`src/rtl/tt_um_jleugeri_ttt_router.sv`:
```
// Event router: expands each queued source event into its programmed
// fan-out list of {target, good, bad} connections.
module tt_um_jleugeri_ttt_router #(
    parameter int NUM_PROCESSORS  = 4,
    parameter int NUM_CONNECTIONS = NUM_PROCESSORS * NUM_PROCESSORS,
    parameter int NEW_TOKENS_BITS = 4,
    parameter int QUEUE_DEPTH     = 4,
    localparam int IDW = $clog2(NUM_PROCESSORS),
    localparam int CW  = $clog2(NUM_CONNECTIONS + 1),
    localparam int EW  = IDW + 2 * NEW_TOKENS_BITS,
    localparam int PDW = (CW > EW) ? CW : EW
) (
    input  logic                              clk,
    input  logic                              reset,
    input  logic                              src_valid,
    output logic                              src_ready,
    input  logic [IDW-1:0]                    source_id,
    output logic                              valid_out,
    input  logic                              ready_out,
    output logic [IDW-1:0]                    target_id,
    output logic signed [NEW_TOKENS_BITS-1:0] new_good_tokens,
    output logic signed [NEW_TOKENS_BITS-1:0] new_bad_tokens,
    output logic                              done,
    output logic                              busy,
    input  logic                              prog_we,
    input  logic                              prog_sel,
    input  logic [CW-1:0]                     prog_addr,
    input  logic [PDW-1:0]                    prog_data,
    output logic                              prog_ready
);
    localparam int QAW = $clog2(QUEUE_DEPTH);
    localparam int IAW = $clog2(NUM_PROCESSORS + 1);
    localparam int CAW = $clog2(NUM_CONNECTIONS);
    localparam int NTB = NEW_TOKENS_BITS;

    typedef enum logic [1:0] {IDLE, LOAD, EMIT} state_t;

    state_t state, state_nx;

    logic [CW-1:0]  indptr   [NUM_PROCESSORS + 1];
    logic [EW-1:0]  conn_mem [NUM_CONNECTIONS];
    logic [IDW-1:0] fifo_mem [QUEUE_DEPTH];

    logic [QAW:0]   wr_ptr, rd_ptr;
    logic           empty, full, push, pop, load, step, fin;
    logic [IDW-1:0] src;
    logic [IDW:0]   src_ix, src_ix_nx;
    logic [CW-1:0]  addr, addr_nx, end_r, row_start, row_end;
    logic           row_empty, last;
    logic [EW-1:0]  conn_rd;

    assign empty = (wr_ptr == rd_ptr);
    assign full  = (wr_ptr[QAW] != rd_ptr[QAW]) &&
                   (wr_ptr[QAW-1:0] == rd_ptr[QAW-1:0]);
    assign src_ready  = !full;
    assign push       = src_valid && src_ready;
    assign busy       = !empty || (state != IDLE);
    assign prog_ready = !busy;

    assign src_ix    = {1'b0, src};
    assign src_ix_nx = src_ix + (IDW + 1)'(1);
    assign row_start = indptr[src_ix];
    assign row_end   = indptr[src_ix_nx];
    // Rows pointing past the connection memory are treated as empty
    assign row_empty = (row_end <= row_start) ||
                       (row_end > CW'(NUM_CONNECTIONS)) ||
                       (row_start > CW'(NUM_CONNECTIONS));
    assign addr_nx = addr + CW'(1);
    assign last    = (addr_nx == end_r);
    assign conn_rd = load ? conn_mem[row_start[CAW-1:0]]
                          : conn_mem[addr_nx[CAW-1:0]];

    always_ff @(posedge clk) begin
        if (reset) state <= IDLE;
        else       state <= state_nx;
    end

    always_comb begin
        state_nx = state;
        pop  = 1'b0;
        load = 1'b0;
        step = 1'b0;
        fin  = 1'b0;
        unique case (state)
            IDLE: if (!empty) begin
                pop      = 1'b1;
                state_nx = LOAD;
            end
            LOAD: if (row_empty) begin
                fin      = 1'b1;
                state_nx = IDLE;
            end else begin
                load     = 1'b1;
                state_nx = EMIT;
            end
            EMIT: if (ready_out) begin
                if (last) begin
                    fin      = 1'b1;
                    state_nx = IDLE;
                end else begin
                    step = 1'b1;
                end
            end
            default: state_nx = IDLE;
        endcase
    end

    always_ff @(posedge clk) begin
        if (reset) begin
            wr_ptr          <= '0;
            rd_ptr          <= '0;
            src             <= '0;
            addr            <= '0;
            end_r           <= '0;
            valid_out       <= 1'b0;
            done            <= 1'b0;
            target_id       <= '0;
            new_good_tokens <= '0;
            new_bad_tokens  <= '0;
        end else begin
            done <= fin;
            if (push) wr_ptr <= wr_ptr + (QAW + 1)'(1);
            if (pop) begin
                src    <= fifo_mem[rd_ptr[QAW-1:0]];
                rd_ptr <= rd_ptr + (QAW + 1)'(1);
            end
            if (load) begin
                addr  <= row_start;
                end_r <= row_end;
            end
            if (step) addr <= addr_nx;
            if (load || step) begin
                valid_out       <= 1'b1;
                target_id       <= conn_rd[EW-1 -: IDW];
                new_good_tokens <= conn_rd[2*NTB-1 -: NTB];
                new_bad_tokens  <= conn_rd[NTB-1:0];
            end
            if (fin) valid_out <= 1'b0;
        end
    end

    always_ff @(posedge clk) begin
        if (push) fifo_mem[wr_ptr[QAW-1:0]] <= source_id;
    end

    // Program memories survive reset; reset only blocks the write
    always_ff @(posedge clk) begin
        if (!reset && prog_we && prog_ready) begin
            if (!prog_sel) begin
                if (prog_addr <= CW'(NUM_PROCESSORS))
                    indptr[prog_addr[IAW-1:0]] <= prog_data[CW-1:0];
            end else if (prog_addr < CW'(NUM_CONNECTIONS)) begin
                conn_mem[prog_addr[CAW-1:0]] <= prog_data[EW-1:0];
            end
        end
    end
endmodule

```
`config.mk`:
```
export PLATFORM = sky130hd
export DESIGN_NAME = tt_um_jleugeri_ttt_router
export DESIGN_NICKNAME = d
export VERILOG_FILES = /design/src/rtl/tt_um_jleugeri_ttt_router.sv
export SDC_FILE = /design/constraint.sdc
export NUM_CORES = 1
export LEC_CHECK = 0
export CAP_MARGIN = 20
export CELL_PAD_IN_SITES_DETAIL_PLACEMENT = 1
export CELL_PAD_IN_SITES_GLOBAL_PLACEMENT = 2
export CORE_MARGIN = 2
export CORE_UTILIZATION = 50
export DETAILED_ROUTE_END_ITERATION = 6
export GPL_ROUTABILITY_DRIVEN = 0
export GPL_TIMING_DRIVEN = 0
export HOLD_SLACK_MARGIN = 0.1
export PLACE_DENSITY = 0.83
export SLEW_MARGIN = 10
export SYNTH_ARGS = -nofsm -noshare
export SYNTH_HDL_FRONTEND = slang
export SYNTH_SLANG_ARGS = --single-unit
```
`constraint.sdc`:
```
create_clock -name clk -period 6.05 [get_ports clk]
set_input_delay 1.21 -clock clk [delete_from_list [all_inputs] [get_ports clk]]
set_output_delay 1.21 -clock clk [all_outputs]
set_load 0.02 [all_outputs]
```
* Word level (Yosys, flattened, before mapping)
Memory sizes are Yosys's and may differ from the RTL's. A register that Yosys moved wholly into a read port is not among the register bits. Cells that the tools add are included.
Word-level totals: register bits after elaboration 30, memory bits (writable) 193, input port bits 23, output and inout bits 15, logic and storage cells 77, memories 3
Operators by class: $add $sub $neg 4, $lt $le $gt $ge 5, equality and inequality tests 9, muxes and demuxes 29, reduce and logical (&&, ||, !) cells 17
Memory list:
- conn_mem | depth 16, width 10, read ports 2, clocked after memory_dff 0, wr ports 1, line 41 | logic [EW-1:0] conn_mem [NUM_CONNECTIONS];
- indptr | depth 5, width 5, read ports 2, clocked after memory_dff 0, wr ports 1, line 40 | logic [CW-1:0] indptr [NUM_PROCESSORS + 1];
- fifo_mem | depth 4, width 2, read ports 1, clocked after memory_dff 1, wr ports 1, line 42 | logic [IDW-1:0] fifo_mem [QUEUE_DEPTH];
Operators with widths (number):
- two-way mux 1 bit | 20
- greater-than comparator 5 bit (second input constant) | 2
- two-way mux 10 bit | 1
- two-way mux 5 bit | 2
- two-way mux 2 bit | 4
- adder 3 x 1 -> 3 bit (second input constant) | 2
- != test 2 bit (second input constant) | 3
- one-hot mux 2 bit (3 select lines) | 1
- adder 5 x 1 -> 5 bit (second input constant) | 1
- == test 5 bit | 1
- less-or-equal comparator 5 x 3 -> 1 bit (second input constant) | 1
- less-or-equal comparator 5 bit | 1
- less-than comparator 5 bit (second input constant) | 1
- logical AND 1 bit | 4
- zero test 1 bit | 4
- logical OR 1 bit | 4
- nonzero test 2 bit | 2
- adder 2 x 1 -> 3 bit (second input constant) | 1
- == test 3 bit | 1
- AND reduction 3 bit | 1
- == test 2 x 1 -> 1 bit (second input constant) | 1
- == test 2 bit | 1
- == test 2 bit (second input constant) | 1
- zero test 2 bit | 1
- other kinds (3) | 3

* Logic depth before layout (Yosys ltp)
An unclocked memory read counts as a cell.
depth in word-level cells 9, mapped depth 14, gate-level depth less buffers 11

* Worst setup path after synthesis
OpenSTA, ideal clock, no wires.
path kind input -> register, start input reset, end memory conn_mem[6][0] (netlist name), enable pin, setup time 390 ps, arrival 3108 ps, path slack 2552 ps, stages on the path 6, path buffers 2, path through clkbuf_1 nor4b_1 nand2_1 or2_2 clkbuf_1 nor3_1
On the way: longest elaborated chain between the ends 5
RTL lines:
- start, declared | line 14 | input logic reset,
- zero test 1 bit | line 148 | if (!reset && prog_we && prog_ready) begin
- logical AND 1 bit (2 in series) | line 148
- two-way mux 1 bit | line 148
- two-way mux 1 bit (implied by the code) | line 153 | conn_mem[prog_addr[CAW-1:0]] <= prog_data[EW-1:0];
- end, declared | line 41
No other way between the ends.

* Worst setup path after layout
start register src[0] (read register of fifo_mem), end register new_good_tokens[1]
On the way: longest elaborated chain between the ends 8
RTL lines:
- start, declared | line 46 | logic [IDW-1:0] src;
- adder 2 x 1 -> 3 bit | line 61 | assign src_ix_nx = src_ix + (IDW + 1)'(1);
- memory read (5 x 5 bit) (*)
- less-or-equal comparator 5 bit / greater-than comparator 5 bit (equally long branches) | line 65, 66
- logical OR 1 bit | line 65 | assign row_empty = (row_end <= row_start) ||
- logical OR 1 bit | line 66 | (row_end > CW'(NUM_CONNECTIONS)) ||
- two-way mux 1 bit | line 89 | LOAD: if (row_empty) begin
- two-way mux 1 bit | line 84 | unique case (state)
- two-way mux 10 bit / logical OR 1 bit (equally long branches) | line 70, 132
- end signal, assigned | line 135 | new_good_tokens <= conn_rd[2*NTB-1 -: NTB];
- end, declared | line 21 | output logic signed [NEW_TOKENS_BITS-1:0] new_good_tokens,
Every way passes the cells marked *; elsewhere a longest branch is shown, timed or not. A chain may end at the register's enable or synchronous reset.

==> run_results.csv <==
group,metric,value,unit
clocking,cts_made_buffers,25,
setup_path,cp.arrival,4060,ps
grt,first_global_vias,6488,
clocking,h-tree-depth,1,
setup_path,r2r_cells,11,
setup_path,critical_path_class,"reg2reg",
sta,fin_ws,2440,ps
cells_and_area,seqCellArea,0.00644,mm^2
cells_and_area,final_util,58.3,%
detailed_routing,wire_per_inst,28.3,um
yosys,syn-cell-area,0.0106,mm^2
detailed_routing,vias_per_cell,6.34,
die,start_util,50.8,%
detailed_routing,drt-total-wl,27.2,mm
sta,final.setup_skew,27.3,ps
sta,rsz0062_at_grt,"false",
sta,setup_viol,0,
clocking,cts-hold-fix-buffers,0,
sta,setup_tns,0,ps
hold_path,worst_hold_path_type,"reg2reg",
setup_path,endpoint_kind,"flip-flop",
sta,drv_slew,0,
detailed_routing,via_count,6076,
detailed_routing,drtIter0Drc,566,
hold_path,holdPathEnd,"end_r[3]",
setup_path,cp_max_fo,10,
yosys,yosys_warnings,0,
detailed_routing,dr.pass1.iters,5,
setup_path,timing.rr.start,"src[0]",
detailed_routing,ant_nets,0,
hold_path,min_from,"end_r[3]",
sta,fin_crit,3610,ps
yosys,netlist_instances,592,
hold_path,whs_path_depth,2,
grt,grt_usage,25.4,%
clocking,clock_path_buffers,3,
status,status,"completed",
cells_and_area,multiInputGateArea,0.00394,mm^2
grt,antenna_found_initial,1,
power_and_ir_drop,clkPwrFrac,30.2,%
setup_path,reg2reg_slack,2440,ps
placed_design,place_hpwl,19.5,mm
setup_path,startpoint_type,"flip-flop",
power_and_ir_drop,swShare,31.0,%
yosys,avgSynthCellArea,18.0,um^2
yosys,synth_seq_cells,225,
cells_and_area,drive_gt1_share,27.8,%
sta,hold_ws,521,ps
grt,grt_max_degree,22,
clocking,clk-insertion-delay-late,540,ps
placed_design,port_buffers,35,
sta,finalCritPeriodShare,59.7,%
clocking,path_clk_slew,60,ps
cells_and_area,fill_cells,1893,
power_and_ir_drop,p_sw,1520,uW
power_and_ir_drop,pwr-share-seq,36.2,%
power_and_ir_drop,peakVddDrop,0.000275,V
power_and_ir_drop,p_leak,0.00401,uW
clocking,clockRootBuffer,"clkbuf_16",
power_and_ir_drop,comb_power_share,33.5,%
die,die_x,150,um
cells_and_area,n_antenna_cell,0,
grt,grt_pass1_wl,41.3,mm
sta,clock.fmax,277,MHz
yosys,syn_nets,629,
die,die_area,0.0225,mm^2
die,die_h,150,um
grt,overflow,0,
sta,hold_viol,0,
power_and_ir_drop,powerDensity,401,mW/mm^2
sta,worstMarginPinSlew,1090,ps
cells_and_area,syn2layout_area_growth,14.8,%
yosys,ys_seq_area_share,60.5,%
clocking,post_cts_buffers,0,
setup_path,cp-startpoint,"src[0]",
detailed_routing,drc,0,
clocking,cts_resized,0,
job,maxCapViolCount,0,
die,coreArea,0.0210,mm^2
placed_design,place_ws,2080,ps
cells_and_area,fin_nets,702,
cells_and_area,fin_cells,958,
clocking,cts_sinks,225,
setup_path,critPathRequiredTime,6500,ps
sta,slew_headroom,27.3,%
placed_design,dp_cells,912,
setup_path,reg2reg_to,"new_good_tokens[1]",
yosys,yosysUniqueCellTypes,51,
die,top_level_ports,38,
power_and_ir_drop,intPower,3380,uW
die,fp-row-count,53,
clocking,cts_tree,"built",
worst max-delay path, cell delays in order (launching register included):
cell,delay (ps)
dfxtp_1,360
buf_6,160
mux4_2,510
clkbuf_1,260
buf_1,460
ha_1,340
maj3_1,350
o21ai_1,260
nand4b_4,230
buf_6,220
buf_6,140
a211oi_1,230
synthesized netlist by cell type, drive strengths merged:
library cell | n | area, um^2
o2bb2ai | 1 | 8.76
nor3 | 5 | 25.0
a21o | 1 | 7.51
nor3b | 2 | 15.0
edfxtp | 193 | 5800
xor3 | 2 | 47.6
clkbuf | 20 | 75.1
o41ai | 2 | 32.5
inv | 13 | 48.8
mux2i | 24 | 253
mux2 | 3 | 33.8
o21ai | 3 | 15.0
a2111oi | 1 | 8.76
a221oi | 1 | 8.76
nand4b | 1 | 23.8
nand3b | 1 | 7.51
a22oi | 1 | 7.51
nor2b | 2 | 12.5
maj3 | 1 | 10.0
a31oi | 3 | 18.8
and2 | 2 | 12.5
or2 | 4 | 25.0
o21a | 1 | 7.51
nand2b | 3 | 18.8
a211oi | 14 | 110
nand2 | 10 | 37.5
a2bb2oi | 1 | 8.76
xor2 | 4 | 35.0
and3b | 1 | 8.76
ha | 14 | 175
or3 | 1 | 6.26
nand4 | 4 | 25.0
and3 | 4 | 25.0
nor2 | 56 | 210
nand3 | 8 | 40.0
mux4 | 110 | 2480
nor4b | 1 | 8.76
xnor2 | 10 | 87.6
buf | 20 | 153
a21oi | 8 | 40.0
dfxtp | 32 | 641
or3b | 3 | 28.8
a21boi | 1 | 7.51
how the worst max path moves through the flow:
stage                    endpoint  slack, ps  cells after the start
2_1_floorplan      conn_mem[6][0]       2550                      6
3_3_place_gp      conn_mem[14][6]        880                      4
3_5_place_dp       conn_mem[2][6]       2080                      8
4_1_cts        new_good_tokens[1]       2430                     11
5_1_grt        new_good_tokens[0]       2250                     11
6_report       new_good_tokens[1]       2440                     11
area by class of cell:
| class | count | area share [%] |
|---|---|---|
| clock buffer | 33 | 5.45 |
| timing repair buffer | 46 | 3.52 |
| inverter | 13 | 0.399 |
| clock inverter | 12 | 1.04 |
| sequential | 225 | 52.7 |
| buffer | 40 | 1.86 |
| tap | 275 | 2.82 |
| multi-input combinational | 314 | 32.2 |
flip-flops by register name (all words and copies together) (netlist names):
| register | cells |
|---|---|
| rd_ptr | 3 |
| end_r | 5 |
| done | 1 |
| addr | 5 |
| new_good_tokens | 4 |
| wr_ptr | 3 |
| target_id | 2 |
| fifo_mem | 8 |
| state | 2 |
| valid_out | 1 |
| src | 2 |
| new_bad_tokens | 4 |
| conn_mem | 160 |
| indptr | 25 |
stage by stage:
step                power [uW]  area, um^2
finish                    4900       12200
global route              5100       12200
CTS                       4920       12200
detailed placement        3440       11400
global placement          3400       11300
floorplan                 2950       10600
placed cells by master (no fill, tap or decap), types with 3 or more instances in the layout:
cell and n:
edfxtp_1 193, mux4_2 110, nor2_1 56, clkdlybuf4s50_1 35
dfxtp_1 32, clkbuf_1 27, clkbuf_16 25, mux2i_1 23
ha_1 14, inv_1 13, buf_4 13, a211oi_1 13
xnor2_1 10, nand2_1 10, buf_6 8, a21oi_1 8
nand3_1 8, clkinv_2 7, buf_2 6, buf_1 4
nand4_1 4, and3_1 4, or2_2 4, xor2_1 4
nand2b_1 3, nor3_1 3, a31oi_1 3, mux2_2 3
power groups by stage:
stage / clock, uW / sequential, uW / combinational (uW)
after floorplan: 0 / 1820 / 1130
after global placement: 0 / 1810 / 1590
after detailed placement: 0 / 1810 / 1630
after CTS: 1500 / 1780 / 1640
after global routing: 1560 / 1780 / 1760
final: 1480 / 1780 / 1640
cell families (layout without fill, tap and decap cells):
group | Yosys count | count (layout) | share of synthesized area, %
flip-flops | 225 | 225 | 60.5
multiplexers | 137 | 137 | 26.0
AND/OR/NAND/NOR | 108 | 108 | 4.98
buffers and inverters | 53 | 144 | 2.60
AO/OA/AOI/OAI | 38 | 38 | 2.64
XOR/XNOR | 16 | 16 | 1.60
adder cells (fa/ha/maj) | 15 | 15 | 1.74
layer usage:
layer  vias to the layer above  wire length, um  GRT usage (%)
li1                       2575                -              -
met4                         2              439           6.04
met1                      3186            11400           36.4
met2                       270            12500           38.6
met5                         -               13              0
met3                        43             2770           7.93
No activity file was read; power rests on OpenSTA's default activity.
